<file path="src/rtl/ysyx_23060208_lsu_pkg.sv">
// ysyx_23060208_lsu_pkg: shared types and constants for the load/store unit.
package ysyx_23060208_lsu_pkg;

    typedef enum logic [2:0] {
        IDLE,
        RD_AR,
        RD_R,
        WR_AWW,
        WR_B,
        RESP
    } lsu_state_t;

    localparam logic [1:0] SZ_B = 2'd0;
    localparam logic [1:0] SZ_H = 2'd1;
    localparam logic [1:0] SZ_W = 2'd2;

    localparam logic [1:0] ERR_OK       = 2'd0;
    localparam logic [1:0] ERR_MISALIGN = 2'd1;
    localparam logic [1:0] ERR_BUS      = 2'd2;

    localparam logic [1:0] BURST_INCR  = 2'b01;
    localparam logic [1:0] RESP_SLVERR = 2'b10;

    function automatic logic misaligned(input logic [1:0] size, input logic [1:0] lo);
        return (size == SZ_H && lo[0]) || (size == SZ_W && lo != 2'b00);
    endfunction

endpackage

</file>
<file path="src/rtl/ysyx_23060208_lsu_if.sv">
// ysyx_23060208_lsu_if: single-beat AXI4 channel bundle between the LSU and memory.
interface ysyx_23060208_lsu_if #(
    parameter int DATA_WIDTH = 32,
    parameter int BUS_WIDTH  = 64,
    parameter int ID_WIDTH   = 4
);
    logic                   awvalid;
    logic                   awready;
    logic [DATA_WIDTH-1:0]  awaddr;
    logic [ID_WIDTH-1:0]    awid;
    logic [7:0]             awlen;
    logic [2:0]             awsize;
    logic [1:0]             awburst;
    logic                   wvalid;
    logic                   wready;
    logic [BUS_WIDTH-1:0]   wdata;
    logic [BUS_WIDTH/8-1:0] wstrb;
    logic                   wlast;
    logic                   bvalid;
    logic                   bready;
    logic [1:0]             bresp;
    logic [ID_WIDTH-1:0]    bid;
    logic                   arvalid;
    logic                   arready;
    logic [DATA_WIDTH-1:0]  araddr;
    logic [ID_WIDTH-1:0]    arid;
    logic [7:0]             arlen;
    logic [2:0]             arsize;
    logic [1:0]             arburst;
    logic                   rvalid;
    logic                   rready;
    logic [BUS_WIDTH-1:0]   rdata;
    logic [1:0]             rresp;
    logic                   rlast;
    logic [ID_WIDTH-1:0]    rid;

    modport master (
        output awvalid, awaddr, awid, awlen, awsize, awburst,
        output wvalid, wdata, wstrb, wlast,
        output bready,
        output arvalid, araddr, arid, arlen, arsize, arburst,
        output rready,
        input  awready, wready, bvalid, bresp, bid,
        input  arready, rvalid, rdata, rresp, rlast, rid
    );

    modport slave (
        input  awvalid, awaddr, awid, awlen, awsize, awburst,
        input  wvalid, wdata, wstrb, wlast,
        input  bready,
        input  arvalid, araddr, arid, arlen, arsize, arburst,
        input  rready,
        output awready, wready, bvalid, bresp, bid,
        output arready, rvalid, rdata, rresp, rlast, rid
    );

endinterface

</file>
<file path="src/rtl/ysyx_23060208_lsu_lane.sv">
// ysyx_23060208_lsu_lane: byte-lane steering for stores and extraction/extension for loads.
// Purely combinational so the fetch/cache path can reuse it.
module ysyx_23060208_lsu_lane
    import ysyx_23060208_lsu_pkg::*;
#(
    parameter int DATA_WIDTH = 32,
    parameter int BUS_WIDTH  = 64,
    localparam int OFF_W     = $clog2(BUS_WIDTH / 8),
    localparam int STRB_W    = BUS_WIDTH / 8
) (
    input  logic [OFF_W-1:0]      off,
    input  logic [1:0]            size,
    input  logic                  sign_ext,
    input  logic [DATA_WIDTH-1:0] st_data,
    output logic [BUS_WIDTH-1:0]  bus_wdata,
    output logic [STRB_W-1:0]     bus_wstrb,
    input  logic [BUS_WIDTH-1:0]  bus_rdata,
    output logic [DATA_WIDTH-1:0] ld_data
);
    logic [DATA_WIDTH-1:0] raw;
    logic [DATA_WIDTH-1:0] mask;
    logic                  neg;

    assign bus_wdata = {(BUS_WIDTH / DATA_WIDTH){st_data}} << {off, 3'b000};
    assign bus_wstrb = (size == SZ_B ? STRB_W'(4'h1) : size == SZ_H ? STRB_W'(4'h3) : STRB_W'(4'hF)) << off;

    // Extension is done by masking the kept bytes and filling the rest with the sign.
    assign raw     = DATA_WIDTH'(bus_rdata >> {off, 3'b000});
    assign mask    = size == SZ_B ? DATA_WIDTH'(8'hFF) : size == SZ_H ? DATA_WIDTH'(16'hFFFF) : '1;
    assign neg     = sign_ext && (size == SZ_B ? raw[7] : size == SZ_H ? raw[15] : raw[DATA_WIDTH-1]);
    assign ld_data = (raw & mask) | (neg ? ~mask : '0);

endmodule

</file>
<file path="src/rtl/ysyx_23060208_lsu.sv">
// ysyx_23060208_lsu: single-outstanding load/store unit bridging the execute stage to AXI4.
// One request in, one single-beat AXI transaction out, one registered response back.
module ysyx_23060208_lsu
    import ysyx_23060208_lsu_pkg::*;
#(
    parameter int                    DATA_WIDTH = 32,
    parameter int                    BUS_WIDTH  = 64,
    parameter int                    ID_WIDTH   = 4,
    parameter logic [DATA_WIDTH-1:0] MMIO_BASE  = 32'h1000_0000,
    parameter logic [DATA_WIDTH-1:0] MMIO_MASK  = 32'hFFFF_F000
) (
    input  logic                  clock,
    input  logic                  reset,
    input  logic                  req_valid,
    output logic                  req_ready,
    input  logic                  req_store,
    input  logic [1:0]            req_size,
    input  logic                  req_signed,
    input  logic [DATA_WIDTH-1:0] req_addr,
    input  logic [DATA_WIDTH-1:0] req_wdata,
    input  logic [4:0]            req_rd,
    output logic                  rsp_valid,
    input  logic                  rsp_ready,
    output logic [DATA_WIDTH-1:0] rsp_rdata,
    output logic [4:0]            rsp_rd,
    output logic [1:0]            rsp_err,
    ysyx_23060208_lsu_if.master   axi
);
    localparam int         OFF_W     = $clog2(BUS_WIDTH / 8);
    localparam logic [2:0] FULL_SIZE = 3'($clog2(DATA_WIDTH / 8));

    lsu_state_t             state;
    logic [1:0]             st_size;
    logic                   st_signed;
    logic [OFF_W-1:0]       st_off;
    logic [ID_WIDTH-1:0]    id_cnt;
    logic                   aw_done;
    logic                   w_done;
    logic                   aw_fin;
    logic                   w_fin;
    logic                   rd_hit;
    logic                   b_hit;
    logic [2:0]             size_field;
    logic [OFF_W-1:0]       lane_off;
    logic [1:0]             lane_size;
    logic [BUS_WIDTH-1:0]   lane_wdata;
    logic [BUS_WIDTH/8-1:0] lane_wstrb;
    logic [DATA_WIDTH-1:0]  ld_data;
    logic                   unused_rlast;

    assign unused_rlast = axi.rlast;
    assign axi.awlen    = '0;
    assign axi.arlen    = '0;
    assign axi.awburst  = BURST_INCR;
    assign axi.arburst  = BURST_INCR;
    assign axi.wlast    = axi.wvalid;

    // The lane steers the incoming store while idle and the held load afterwards.
    assign lane_off   = state == IDLE ? req_addr[OFF_W-1:0] : st_off;
    assign lane_size  = state == IDLE ? req_size : st_size;
    assign size_field = (req_addr & MMIO_MASK) == MMIO_BASE ? {1'b0, req_size} : FULL_SIZE;
    assign aw_fin     = aw_done || (axi.awvalid && axi.awready);
    assign w_fin      = w_done || (axi.wvalid && axi.wready);
    assign rd_hit     = axi.rvalid && axi.rid == axi.arid;
    assign b_hit      = axi.bvalid && axi.bid == axi.awid;

    ysyx_23060208_lsu_lane #(
        .DATA_WIDTH (DATA_WIDTH),
        .BUS_WIDTH  (BUS_WIDTH)
    ) u_lane (
        .off       (lane_off),
        .size      (lane_size),
        .sign_ext  (st_signed),
        .st_data   (req_wdata),
        .bus_wdata (lane_wdata),
        .bus_wstrb (lane_wstrb),
        .bus_rdata (axi.rdata),
        .ld_data   (ld_data)
    );

    always_ff @(posedge clock or posedge reset) begin
        if (reset) begin
            state       <= IDLE;
            req_ready   <= 1'b1;
            st_size     <= '0;
            st_signed   <= 1'b0;
            st_off      <= '0;
            id_cnt      <= '0;
            aw_done     <= 1'b0;
            w_done      <= 1'b0;
            rsp_valid   <= 1'b0;
            rsp_rdata   <= '0;
            rsp_rd      <= '0;
            rsp_err     <= '0;
            axi.awvalid <= 1'b0;
            axi.awaddr  <= '0;
            axi.awid    <= '0;
            axi.awsize  <= '0;
            axi.wvalid  <= 1'b0;
            axi.wdata   <= '0;
            axi.wstrb   <= '0;
            axi.bready  <= 1'b0;
            axi.arvalid <= 1'b0;
            axi.araddr  <= '0;
            axi.arid    <= '0;
            axi.arsize  <= '0;
            axi.rready  <= 1'b0;
        end else begin
            case (state)
                IDLE: if (req_valid) begin
                    req_ready <= 1'b0;
                    st_size   <= req_size;
                    st_signed <= req_signed;
                    st_off    <= req_addr[OFF_W-1:0];
                    rsp_rd    <= req_rd;
                    if (misaligned(req_size, req_addr[1:0])) begin
                        state     <= RESP;
                        rsp_valid <= 1'b1;
                        rsp_err   <= ERR_MISALIGN;
                        rsp_rdata <= '0;
                    end else if (req_store) begin
                        state       <= WR_AWW;
                        id_cnt      <= id_cnt + ID_WIDTH'(1);
                        aw_done     <= 1'b0;
                        w_done      <= 1'b0;
                        axi.awvalid <= 1'b1;
                        axi.awaddr  <= req_addr;
                        axi.awid    <= id_cnt;
                        axi.awsize  <= size_field;
                        axi.wvalid  <= 1'b1;
                        axi.wdata   <= lane_wdata;
                        axi.wstrb   <= lane_wstrb;
                    end else begin
                        state       <= RD_AR;
                        id_cnt      <= id_cnt + ID_WIDTH'(1);
                        axi.arvalid <= 1'b1;
                        axi.araddr  <= req_addr;
                        axi.arid    <= id_cnt;
                        axi.arsize  <= size_field;
                    end
                end
                RD_AR: if (axi.arready) begin
                    state       <= RD_R;
                    axi.arvalid <= 1'b0;
                    axi.rready  <= 1'b1;
                end
                // Beats carrying a foreign rid are accepted and silently dropped.
                RD_R: if (rd_hit) begin
                    state      <= RESP;
                    axi.rready <= 1'b0;
                    rsp_valid  <= 1'b1;
                    rsp_err    <= axi.rresp >= RESP_SLVERR ? ERR_BUS : ERR_OK;
                    rsp_rdata  <= axi.rresp >= RESP_SLVERR ? '0 : ld_data;
                end
                WR_AWW: begin
                    if (axi.awvalid && axi.awready) begin
                        axi.awvalid <= 1'b0;
                        aw_done     <= 1'b1;
                    end
                    if (axi.wvalid && axi.wready) begin
                        axi.wvalid <= 1'b0;
                        w_done     <= 1'b1;
                    end
                    if (aw_fin && w_fin) begin
                        state      <= WR_B;
                        axi.bready <= 1'b1;
                    end
                end
                WR_B: if (b_hit) begin
                    state      <= RESP;
                    axi.bready <= 1'b0;
                    rsp_valid  <= 1'b1;
                    rsp_err    <= axi.bresp >= RESP_SLVERR ? ERR_BUS : ERR_OK;
                    rsp_rdata  <= '0;
                end
                RESP: if (rsp_ready) begin
                    state     <= IDLE;
                    rsp_valid <= 1'b0;
                    req_ready <= 1'b1;
                end
                default: state <= IDLE;
            endcase
        end
    end

endmodule

</file>
<file path="src/flat_wrapper.sv">
// flat-port wrapper written by rule: the top's interface ports become plain ports
module ysyx_23060208_lsu_flat import ysyx_23060208_lsu_pkg::*;
#(
    parameter int                    DATA_WIDTH = 32,
    parameter int                    BUS_WIDTH  = 64,
    parameter int                    ID_WIDTH   = 4,
    parameter logic [DATA_WIDTH-1:0] MMIO_BASE  = 32'h1000_0000,
    parameter logic [DATA_WIDTH-1:0] MMIO_MASK  = 32'hFFFF_F000
)
  (clock, reset, req_valid, req_ready, req_store, req_size, req_signed, req_addr, req_wdata, req_rd, rsp_valid, rsp_ready, rsp_rdata, rsp_rd, rsp_err, axi_awvalid, axi_awaddr, axi_awid, axi_awlen, axi_awsize, axi_awburst, axi_wvalid, axi_wdata, axi_wstrb, axi_wlast, axi_bready, axi_arvalid, axi_araddr, axi_arid, axi_arlen, axi_arsize, axi_arburst, axi_rready, axi_awready, axi_wready, axi_bvalid, axi_bresp, axi_bid, axi_arready, axi_rvalid, axi_rdata, axi_rresp, axi_rlast, axi_rid);
  ysyx_23060208_lsu_if #(.DATA_WIDTH(DATA_WIDTH), .BUS_WIDTH(BUS_WIDTH), .ID_WIDTH(ID_WIDTH)) axi_i ();
  input  logic clock;
  input  logic reset;
  input  logic req_valid;
  output logic req_ready;
  input  logic req_store;
  input  logic [1:0] req_size;
  input  logic req_signed;
  input  logic [DATA_WIDTH-1:0] req_addr;
  input  logic [DATA_WIDTH-1:0] req_wdata;
  input  logic [4:0] req_rd;
  output logic rsp_valid;
  input  logic rsp_ready;
  output logic [DATA_WIDTH-1:0] rsp_rdata;
  output logic [4:0] rsp_rd;
  output logic [1:0] rsp_err;
  output wire logic [$bits(axi_i.awvalid)-1:0] axi_awvalid;
  output wire logic [$bits(axi_i.awaddr)-1:0] axi_awaddr;
  output wire logic [$bits(axi_i.awid)-1:0] axi_awid;
  output wire logic [$bits(axi_i.awlen)-1:0] axi_awlen;
  output wire logic [$bits(axi_i.awsize)-1:0] axi_awsize;
  output wire logic [$bits(axi_i.awburst)-1:0] axi_awburst;
  output wire logic [$bits(axi_i.wvalid)-1:0] axi_wvalid;
  output wire logic [$bits(axi_i.wdata)-1:0] axi_wdata;
  output wire logic [$bits(axi_i.wstrb)-1:0] axi_wstrb;
  output wire logic [$bits(axi_i.wlast)-1:0] axi_wlast;
  output wire logic [$bits(axi_i.bready)-1:0] axi_bready;
  output wire logic [$bits(axi_i.arvalid)-1:0] axi_arvalid;
  output wire logic [$bits(axi_i.araddr)-1:0] axi_araddr;
  output wire logic [$bits(axi_i.arid)-1:0] axi_arid;
  output wire logic [$bits(axi_i.arlen)-1:0] axi_arlen;
  output wire logic [$bits(axi_i.arsize)-1:0] axi_arsize;
  output wire logic [$bits(axi_i.arburst)-1:0] axi_arburst;
  output wire logic [$bits(axi_i.rready)-1:0] axi_rready;
  input wire logic [$bits(axi_i.awready)-1:0] axi_awready;
  input wire logic [$bits(axi_i.wready)-1:0] axi_wready;
  input wire logic [$bits(axi_i.bvalid)-1:0] axi_bvalid;
  input wire logic [$bits(axi_i.bresp)-1:0] axi_bresp;
  input wire logic [$bits(axi_i.bid)-1:0] axi_bid;
  input wire logic [$bits(axi_i.arready)-1:0] axi_arready;
  input wire logic [$bits(axi_i.rvalid)-1:0] axi_rvalid;
  input wire logic [$bits(axi_i.rdata)-1:0] axi_rdata;
  input wire logic [$bits(axi_i.rresp)-1:0] axi_rresp;
  input wire logic [$bits(axi_i.rlast)-1:0] axi_rlast;
  input wire logic [$bits(axi_i.rid)-1:0] axi_rid;
  assign axi_awvalid = axi_i.awvalid;
  assign axi_awaddr = axi_i.awaddr;
  assign axi_awid = axi_i.awid;
  assign axi_awlen = axi_i.awlen;
  assign axi_awsize = axi_i.awsize;
  assign axi_awburst = axi_i.awburst;
  assign axi_wvalid = axi_i.wvalid;
  assign axi_wdata = axi_i.wdata;
  assign axi_wstrb = axi_i.wstrb;
  assign axi_wlast = axi_i.wlast;
  assign axi_bready = axi_i.bready;
  assign axi_arvalid = axi_i.arvalid;
  assign axi_araddr = axi_i.araddr;
  assign axi_arid = axi_i.arid;
  assign axi_arlen = axi_i.arlen;
  assign axi_arsize = axi_i.arsize;
  assign axi_arburst = axi_i.arburst;
  assign axi_rready = axi_i.rready;
  assign axi_i.awready = axi_awready;
  assign axi_i.wready = axi_wready;
  assign axi_i.bvalid = axi_bvalid;
  assign axi_i.bresp = axi_bresp;
  assign axi_i.bid = axi_bid;
  assign axi_i.arready = axi_arready;
  assign axi_i.rvalid = axi_rvalid;
  assign axi_i.rdata = axi_rdata;
  assign axi_i.rresp = axi_rresp;
  assign axi_i.rlast = axi_rlast;
  assign axi_i.rid = axi_rid;
  ysyx_23060208_lsu #(.DATA_WIDTH(DATA_WIDTH), .BUS_WIDTH(BUS_WIDTH), .ID_WIDTH(ID_WIDTH), .MMIO_BASE(MMIO_BASE), .MMIO_MASK(MMIO_MASK)) u_core (.clock(clock), .reset(reset), .req_valid(req_valid), .req_ready(req_ready), .req_store(req_store), .req_size(req_size), .req_signed(req_signed), .req_addr(req_addr), .req_wdata(req_wdata), .req_rd(req_rd), .rsp_valid(rsp_valid), .rsp_ready(rsp_ready), .rsp_rdata(rsp_rdata), .rsp_rd(rsp_rd), .rsp_err(rsp_err), .axi(axi_i));
endmodule
</file>
<file path="config.mk">
export PLATFORM = sky130hd
export DESIGN_NAME = ysyx_23060208_lsu_flat
export DESIGN_NICKNAME = d
export VERILOG_FILES = /design/src/rtl/ysyx_23060208_lsu_pkg.sv /design/src/rtl/ysyx_23060208_lsu_if.sv /design/src/rtl/ysyx_23060208_lsu_lane.sv /design/src/rtl/ysyx_23060208_lsu.sv /design/src/flat_wrapper.sv
export SDC_FILE = /design/constraint.sdc
export NUM_CORES = 1
export LEC_CHECK = 0
export BUFFER_PORTS_ARGS = -buffer_cell sky130_fd_sc_hd__buf_2
export CORE_MARGIN = 2
export CORE_UTILIZATION = 50
export DETAILED_ROUTE_END_ITERATION = 12
export PLACE_DENSITY_LB_ADDON = 0.3
export SYNTH_ARGS = -nofsm -noshare
export SYNTH_HDL_FRONTEND = slang
export SYNTH_SLANG_ARGS = --single-unit
export TNS_END_PERCENT = 50
</file>
<file path="constraint.sdc">
create_clock -name clock -period 10.6 [get_ports clock]
set_input_delay 0 -clock clock [delete_from_list [all_inputs] [get_ports clock]]
set_output_delay 0 -clock clock [all_outputs]
set_load 0.005 [all_outputs]
</file>
==> key figures, run 1 <==
Cells and area
  – ANT cells: 0
  – Multi-input gate area: roughly 5400 um^2
  – Fin nets: between 1,500 and 2,000
  – Layout area overhead: 35.4%
  – Non-filler cells, final: 1,886
  – Share of cells above drive strength 1: just over 30%
  – Number of fill cells in the layout: roughly 1,600
  – Reg area: 5230 um^2
  – Finished Cell Area: approximately 15,000 um^2

Synth
  – Synth Area in XOR/XNOR: less than 1%
  – FFs w/ async S/R, synth: 100%
  – Synth Area in Adders: 0.113%
  – Sequential area share after synthesis: roughly 47%
  – Top-count cell post-synth: nand2_1
  – Top-area cell type share of the netlist area: 47.0%
  – Mux contribution to synthesized area: approximately 15%
  – Main synth FF type: dfrtp_1
  – Largest area contributor in the netlist: dfrtp_1
  – Synthesis warning total: 0
  – Yosys reg bits: about 210
  – Complex-gate fraction of the synthesized area: 17.5%
  – Largest family of logic cells by synthesized area: compound AO/OA/AOI/OAI gates
  – Library cells used by synthesis: a little over 60
  – Post-synth top cells: 258 x nand2_1, 208 x dfrtp_1, 85 x o21ai_0
  – Synth Area in Simple Gates: around 15%
  – Syn Inst Count: approximately 1,200
  – Number of enable flip-flop cells after synthesis: 0
  – Area contributors post-synth: dfrtp_1 47%, nand2_1 8.7%, mux2_2 7.4%, mux2i_1 6.2%, o21ai_0 3.8%
  – Area of the mapped netlist: about 11,000 um^2
  – Mean Syn Cell Area: roughly 9.6 um^2

Detailed routing
  – Post-Route WL: 38,100 um
  – Via count: between 10,000 and 15,000
  – Routed len/inst: 20.2 um
  – Detail Route Antenna Nets: 0
  – Drt initial violations: between 1,000 and 1,500
  – First-pass iteration count of the detailed router: 6
  – Vias per Instance: just under 6
  – # DRC: 0

Die
  – Io pins: about 380
  – Die ar.: roughly 23,000 um^2
  – Initial core utilization: 50.9%
  – Die height: 153 um
  – Die width: roughly 150 um
  – Core outline area: 21,800 um^2
  – # rows: between 50 and 60

Timing
  – Max Slew Vio Count: 0
  – Fin. Hold Viols: 0
  – Post-route minimum period: 4.56 ns
  – RSZ-0062 raised after global routing: false
  – TNS Setup: 0 ns
  – Worst-margin pin slew: 1.34 ns
  – # setup viols final: 0
  – Clk_skew: 0.0177 ns
  – Tcrit/Tclk final: 43.0%
  – Max Clock Freq: about 220 MHz
  – Slew headroom: 10.2%

Worst setup path
  – CP endpoint kind: flip-flop
  – Critical path arrival: 5.00 ns
  – Critical path fanouts, max: between 60 and 70
  – Critical path class: reg2reg
  – CP required: 11.05 ns
  – Startpoint Class: flip-flop

Place
  – PortBufs: 350
  – Placed instance area: between 10,000 and 15,000 um^2
  – DP HPWL: between 20,000 and 25,000 um
  – Placed cell count: 1,708
  – Gpl congestion: about 0.9

Power
  – Pwr dens: roughly 290 nW/um^2
  – Cell internal pwr: 2.51 mW
  – Combinational share of power: 49.3%
  – Switching power: 1.78 mW
  – Clk pwr share: about a fifth
  – Leakage: between 7 and 8 nW
  – Seq pwr share: 30.9%
  – Switching part of the total power: between 40% and 50%
  – IR drop worst, VDD: ~190 uV

GRT
  – Met1 Resource Use GR: around two fifths
  – Largest net degree at the start of global routing: approximately 160
  – Global-route wire length before repair: between 60,000 and 70,000 um
  – Initial antenna violation count: 0
  – Vias in the first global route: between 10,000 and 15,000
  – Grt met3 use: between 6 and 7%
  – Gr busiest metal: met2
  – Global Route Usage Sum: a little under a third
  – Met2 usage: between 50% and 60%
  – Congestion Overflow GR: 0

Clocking
  – Clock slew seen by the registers of the worst setup and hold paths: around 0.060 ns
  – Post-CTS setup buffers: 0
  – Post-CTS sizing: 0
  – Max H-tree Level: 1
  – Number of buffers created by CTS: 24
  – Root buffer cell: clkbuf_16
  – Hold-fix buffers, CTS: ~130
  – CTS tree: built
  – Worst-case clock buffer depth: 3
  – Worst skew pair latency: about 0.53 ns
  – CTS Sinks: between 200 and 250

Status
  – Status: completed

Flow run
  – Max cap viols: 0

Hold path
  – Hold Path Class: in2reg
==> sequential cells by signal, indices dropped and copies added (netlist names), 2 cells and up <==
| register | cells |
|---|---|
| u_core.axi.araddr | 32 |
| u_core.rsp_err | 2 |
| u_core.axi.wdata | 64 |
| u_core.axi.wstrb | 8 |
| u_core.axi.arsize | 2 |
| u_core.rsp_rd | 5 |
| u_core.st_size | 2 |
| u_core.st_off | 3 |
| u_core.id_cnt | 4 |
| u_core.axi.awsize | 2 |
| u_core.axi.awid | 4 |
| u_core.axi.arid | 4 |
| u_core.rsp_rdata | 32 |
| u_core.axi.awaddr | 32 |
| u_core.state | 3 |
==> layout by cell type, fill, tap and decap left out, types with 11 or more instances in the layout <==
cell type / n
buf_2: 350
nand2_1: 257
dfrtp_1: 208
dlygate4sd3_1: 134
o21ai_0: 85
mux2_2: 73
mux2i_1: 68
a21oi_1: 57
nor2_1: 50
clkbuf_16: 24
conb_1: 22
nand3_1: 21
a22o_1: 19
o211ai_1: 19
a211o_1: 14
a221oi_1: 13
o21a_1: 12
o221ai_1: 11
a31oi_1: 11
==> metal layers <==
metal	wire (um)	share of wire (%)	vias to the layer above
met5	0	0	-
met4	1780	4.7	0
met3	3630	9.5	125
met2	17900	47	686
met1	14800	39	5323
li1	-	-	4933
==> area by class of cell <==
cell class                      count  share of cell area [%]
Tap cell                          280                    2.34
Multi-Input combinational cell    854                    36.1
Clock inverter                      9                   0.734
Clock buffer                       35                    4.68
Inverter                            5                   0.175
Timing Repair Buffer              494                    21.1
Sequential cell                   209                    34.9
==> power groups by stage <==
stage	clock, mW	sequential (mW)	combinational [mW]
after global routing	0.896	1.36	2.29
after global placement	0	1.31	1.90
after floorplan	0	1.30	1.26
after detailed placement	0	1.32	1.94
after CTS	0.865	1.31	2.07
final	0.853	1.32	2.11
==> through the flow <==
stage	worst slack, ns	util (%)	total power [mW]	hold slack (ns)
after detailed placement	6.16	59.0	3.26	0.208
after global routing	5.75	68.9	4.55	0.0427
after floorplan	4.89	-	2.57	0.105
final	6.04	68.9	4.29	0.0242
after CTS	6.16	68.9	4.25	0.00698
after global placement	6.25	59.0	3.21	0.206
==> worst max-delay path, stage by stage (launching register included) <==
cell and delay [ns]:
dfrtp_1 0.64, o31ai_1 0.61, and2_2 0.23, buf_4 0.72, nand2_1 0.16, a21oi_1 0.18
dlygate4sd3_1 0.57, o21ai_0 0.08, dlygate4sd3_1 0.60, o211ai_1 0.09, dlygate4sd3_1 0.58
==> final timing paths <==
check | depth (start not counted) | endpoint | slack (ns) | start
max | 10 | u_core.rsp_rdata[4] | 6.04 | u_core.state[0]
min | 4 | u_core.rsp_valid | 0.02 | req_valid
max reg2reg | 10 | u_core.rsp_rdata[4] | 6.04 | u_core.state[0]
min reg2reg | 2 | u_core.axi.awaddr[13] | 0.47 | u_core.axi.awaddr[13]
max in group asynchronous | 4 | u_core.rsp_rd[4] | 9.01 | reset
min in group asynchronous | 3 | u_core.axi.araddr[6] | 0.28 | reset
==> cells by family after synthesis <==
kind of cell               after synthesis
adders and majority gates                1
muxes                                  147
DFF                                    209
AOI/OAI and AO/OA                      292
and+or+nand+nor                        381
other                                    2
buffers and inverters                  109
xor gates and xnor gates                11
No activity file was read; power rests on OpenSTA's default activity.
==> inputs of run 2 (changes only) <==
- clock period: 10.6 -> 4.4 ns (I/O delays scaled with it)
==> run 2 against run 1 <==
First-iteration DRC count decreased by 18%. Sequential share of layout area is essentially flat. Combinational power increased by 140%. Cell count down 0.11%. Non-clock buffer count shrank 1. Clock skew fell by 0.0076 ns. Hold slack got worse by 0.015 ns. Register-to-register slack got worse by 5.9 ns. Sequential cell count unchanged. Largest power group unchanged. Maximum frequency increased by 7.5%. Largest cell class unchanged. Clock power increased by 140%. Critical endpoint is now u_core.rsp_rdata[1]. Worst setup slack worse by 5.9 ns.
==> key figures, run 2 (same netlist as run 1, synthesis figures left out) <==
Cells and area
  – Multi-input gate area: 5420 um^2 (was 5410 um^2)
  – Most frequent cells in the layout: 350 x buf_2, 257 x nand2_1, 208 x dfrtp_1 (unchanged)
  – Number of fill cells in the layout: 1,621 (was 1,604)
  – Layout area overhead: 35.2% (was 35.4%)
  – Fin nets: 1,747 (was 1,748)
  – Share of cells above drive strength 1: 31.6% (was 30.9%)
  – Commonest non-fill, non-tap cell in the layout: buf_2 (unchanged)
  – Reg area: 5230 um^2 (unchanged)
  – Largest register FFs: 64 (unchanged)
  – Most flop-heavy register: u_core.axi.wdata (unchanged)

Detailed routing
  – Via count: 11,030 (was 11,067)
  – Detail Route Antenna Nets: 0 (unchanged)
  – # DRC: 0 (unchanged)
  – Routed len/inst: 20.2 um (about the same)
  – First-pass iteration count of the detailed router: 6 (unchanged)
  – Drt initial violations: 838 (was 1,024)
  – Post-Route WL: 38,100 um (about the same)
  – Vias per Instance: 5.85 (was 5.87)

Worst setup path
  – Critical path fanouts, max: 37 (was 68)
  – Startpoint Class: flip-flop (unchanged)
  – Critical path class: reg2reg (unchanged)
  – R2R depth: 9 (was 10)
  – RR Startpoint: u_core.state[0] (unchanged)
  – CP endpoint kind: flip-flop (unchanged)
  – R2r setup slk: 0.16 ns (was 6.04 ns)
  – Worst flop-to-flop path endpoint: u_core.rsp_rdata[1] (was u_core.rsp_rdata[4])
  – CP required: 4.79 ns (was 11.05 ns)
  – Critical path arrival: 4.63 ns (was 5.00 ns)

Clocking
  – Worst-case clock buffer depth: 3 (unchanged)
  – CTS tree: built (unchanged)
  – Number of buffers created by CTS: 23 (was 24)
  – Post-CTS setup buffers: 0 (unchanged)
  – Root buffer cell: clkbuf_16 (unchanged)
  – Clock slew seen by the registers of the worst setup and hold paths: 0.06 ns (about the same)
  – Max H-tree Level: 1 (unchanged)
  – Worst skew pair latency: 0.52 ns (was 0.53 ns)
  – CTS Sinks: 209 (unchanged)

Timing
  – Clk_skew: 0.0101 ns (was 0.0177 ns)
  – Max Clock Freq: 236 MHz (was 219 MHz)
  – TNS Setup: 0 ns (unchanged)
  – Worst-margin pin slew: 1.13 ns (was 1.34 ns)
  – Tcrit/Tclk final: 96.3% (was 43.0%)
  – Post-route minimum period: 4.24 ns (was 4.56 ns)
  – Max Slew Vio Count: 0 (unchanged)
  – RSZ-0062 raised after global routing: false (unchanged)
  – # setup viols final: 0 (unchanged)
  – Slew headroom: 24.2% (was 10.2%)
  – Fin. Hold Viols: 0 (unchanged)

Die
  – Io pins: 376 (unchanged)
  – Core outline area: 21,800 um^2 (unchanged)
  – # rows: 54 (unchanged)
  – Initial core utilization: 50.9% (unchanged)
  – Die height: 153 um (unchanged)
  – Die width: 153 um (unchanged)
  – Die ar.: 23,400 um^2 (unchanged)

Power
  – IR drop worst, VDD: 441 uV (was 188 uV)
  – Tot Pwr: 10.4 mW (was 4.29 mW)
  – Leakage: 7.57 nW (was 7.58 nW)
  – Pwr dens: 691 nW/um^2 (was 286 nW/um^2)

Place
  – PortBufs: 350 (unchanged)
  – Gpl congestion: 0.932 (was 0.902)
  – DP HPWL: 24,900 um (was 24,500 um)

GRT
  – Largest net degree at the start of global routing: 105 (was 156)
  – Gr busiest metal: met2 (unchanged)
  – Vias in the first global route: 11,093 (was 11,211)
  – Initial antenna violation count: 1 (was 0)
  – Grt met3 use: 6.38% (was 6.55%)
  – Global Route Usage Sum: 31.6% (was 31.7%)
  – Global-route wire length before repair: 60,000 um (was 60,100 um)
  – Met1 Resource Use GR: 41.6% (was 41.0%)
  – Congestion Overflow GR: 0 (unchanged)
  – Met2 usage: 50.1% (was 51.5%)

Hold path
  – Hold Crit Endpoint: u_core.axi.wdata[37] (was u_core.rsp_valid)
  – Hold Crit Depth: 5 (was 4)
  – Hold path start: req_wdata[21] (was req_valid)
  – Hold Path Class: in2reg (unchanged)

Status
  – Status: completed (unchanged)

Flow run
  – Max cap viols: 0 (unchanged)
==> run 2: cell count changes in the layout (fill, tap and decap cells not counted), moves of 2 or more <==
cell and delta:
buf_12 +2, buf_4 +7, clkbuf_1 -2, dlygate4sd3_1 -10
==> run 2: area by class of cell <==
| type | instances | share of cell area, % |
|---|---|---|
| antenna | 1 | 0.0167 |
| tap | 280 | 2.34 |
| clock buffer | 32 | 4.47 |
| inverter | 5 | 0.150 |
| multi-input combinational | 855 | 36.2 |
| timing repair buffer | 493 | 21.1 |
| clock inverter | 9 | 0.827 |
| sequential | 209 | 34.9 |
==> run 2: routing by layer <==
metal  vias up  routed length, um
li1       4945                  -
met2       695              17500
met1      5233              15100
met5         -                  0
met3       157               3450
met4         0               2050
==> run 2: how the worst max path moves through the flow <==
stage / startpoint / end / slack (ns) / cells past startpoint
global placement: u_core.state[0] / u_core.axi.wdata[27] / 1.15 / 6
global route: u_core.state[0] / u_core.rsp_rdata[1] / 0.05 / 9
floorplan: reset / u_core.aw_done / 1.69 / 1
finish: u_core.state[0] / u_core.rsp_rdata[1] / 0.16 / 9
detailed placement: u_core.state[0] / u_core.axi.wdata[25] / 1.07 / 6
CTS: u_core.state[0] / u_core.rsp_rdata[1] / 0.09 / 9
==> run 2: critical path, stage by stage (launching register included) <==
cell	delay [ns]
dfrtp_1	0.67
o31a_1	0.54
nor2_4	0.39
buf_4	0.44
nand3_1	0.13
dlygate4sd3_1	0.60
nand3_1	0.09
dlygate4sd3_1	0.57
o211ai_1	0.10
dlygate4sd3_1	0.58
==> run 2: where the power goes <==
| part | switching [mW] | internal, mW |
|---|---|---|
| clock | 0.802 | 1.23 |
| combinational | 2.94 | 2.18 |
| sequential | 0.539 | 2.66 |
| total | 4.28 | 6.08 |
==> run 2: metrics by stage <==
step / util [%] / setup WS, ns / instances / area (um^2) / hold slack, ns
4_1_cts: 68.8 / 0.0880 / 1882 / 15000 / 0.000504
3_5_place_dp: 59.4 / 1.07 / 1717 / 12900 / 0.206
3_3_place_gp: 59.4 / 1.15 / 1717 / 12900 / 0.205
2_1_floorplan: - / 1.69 / 1172 / 11200 / 0.105
5_1_grt: 68.9 / 0.0504 / 1884 / 15000 / 0.0354
6_report: 68.9 / 0.162 / 1884 / 15000 / 0.00959
==> run 2: what timing repair did <==
action | 4_1_cts | 5_1_grt
hold buffers | 124 | 0
resized for setup | 0 | 2
hold endpoints to repair | 186 | 0
setup endpoints to repair | 0 | 2
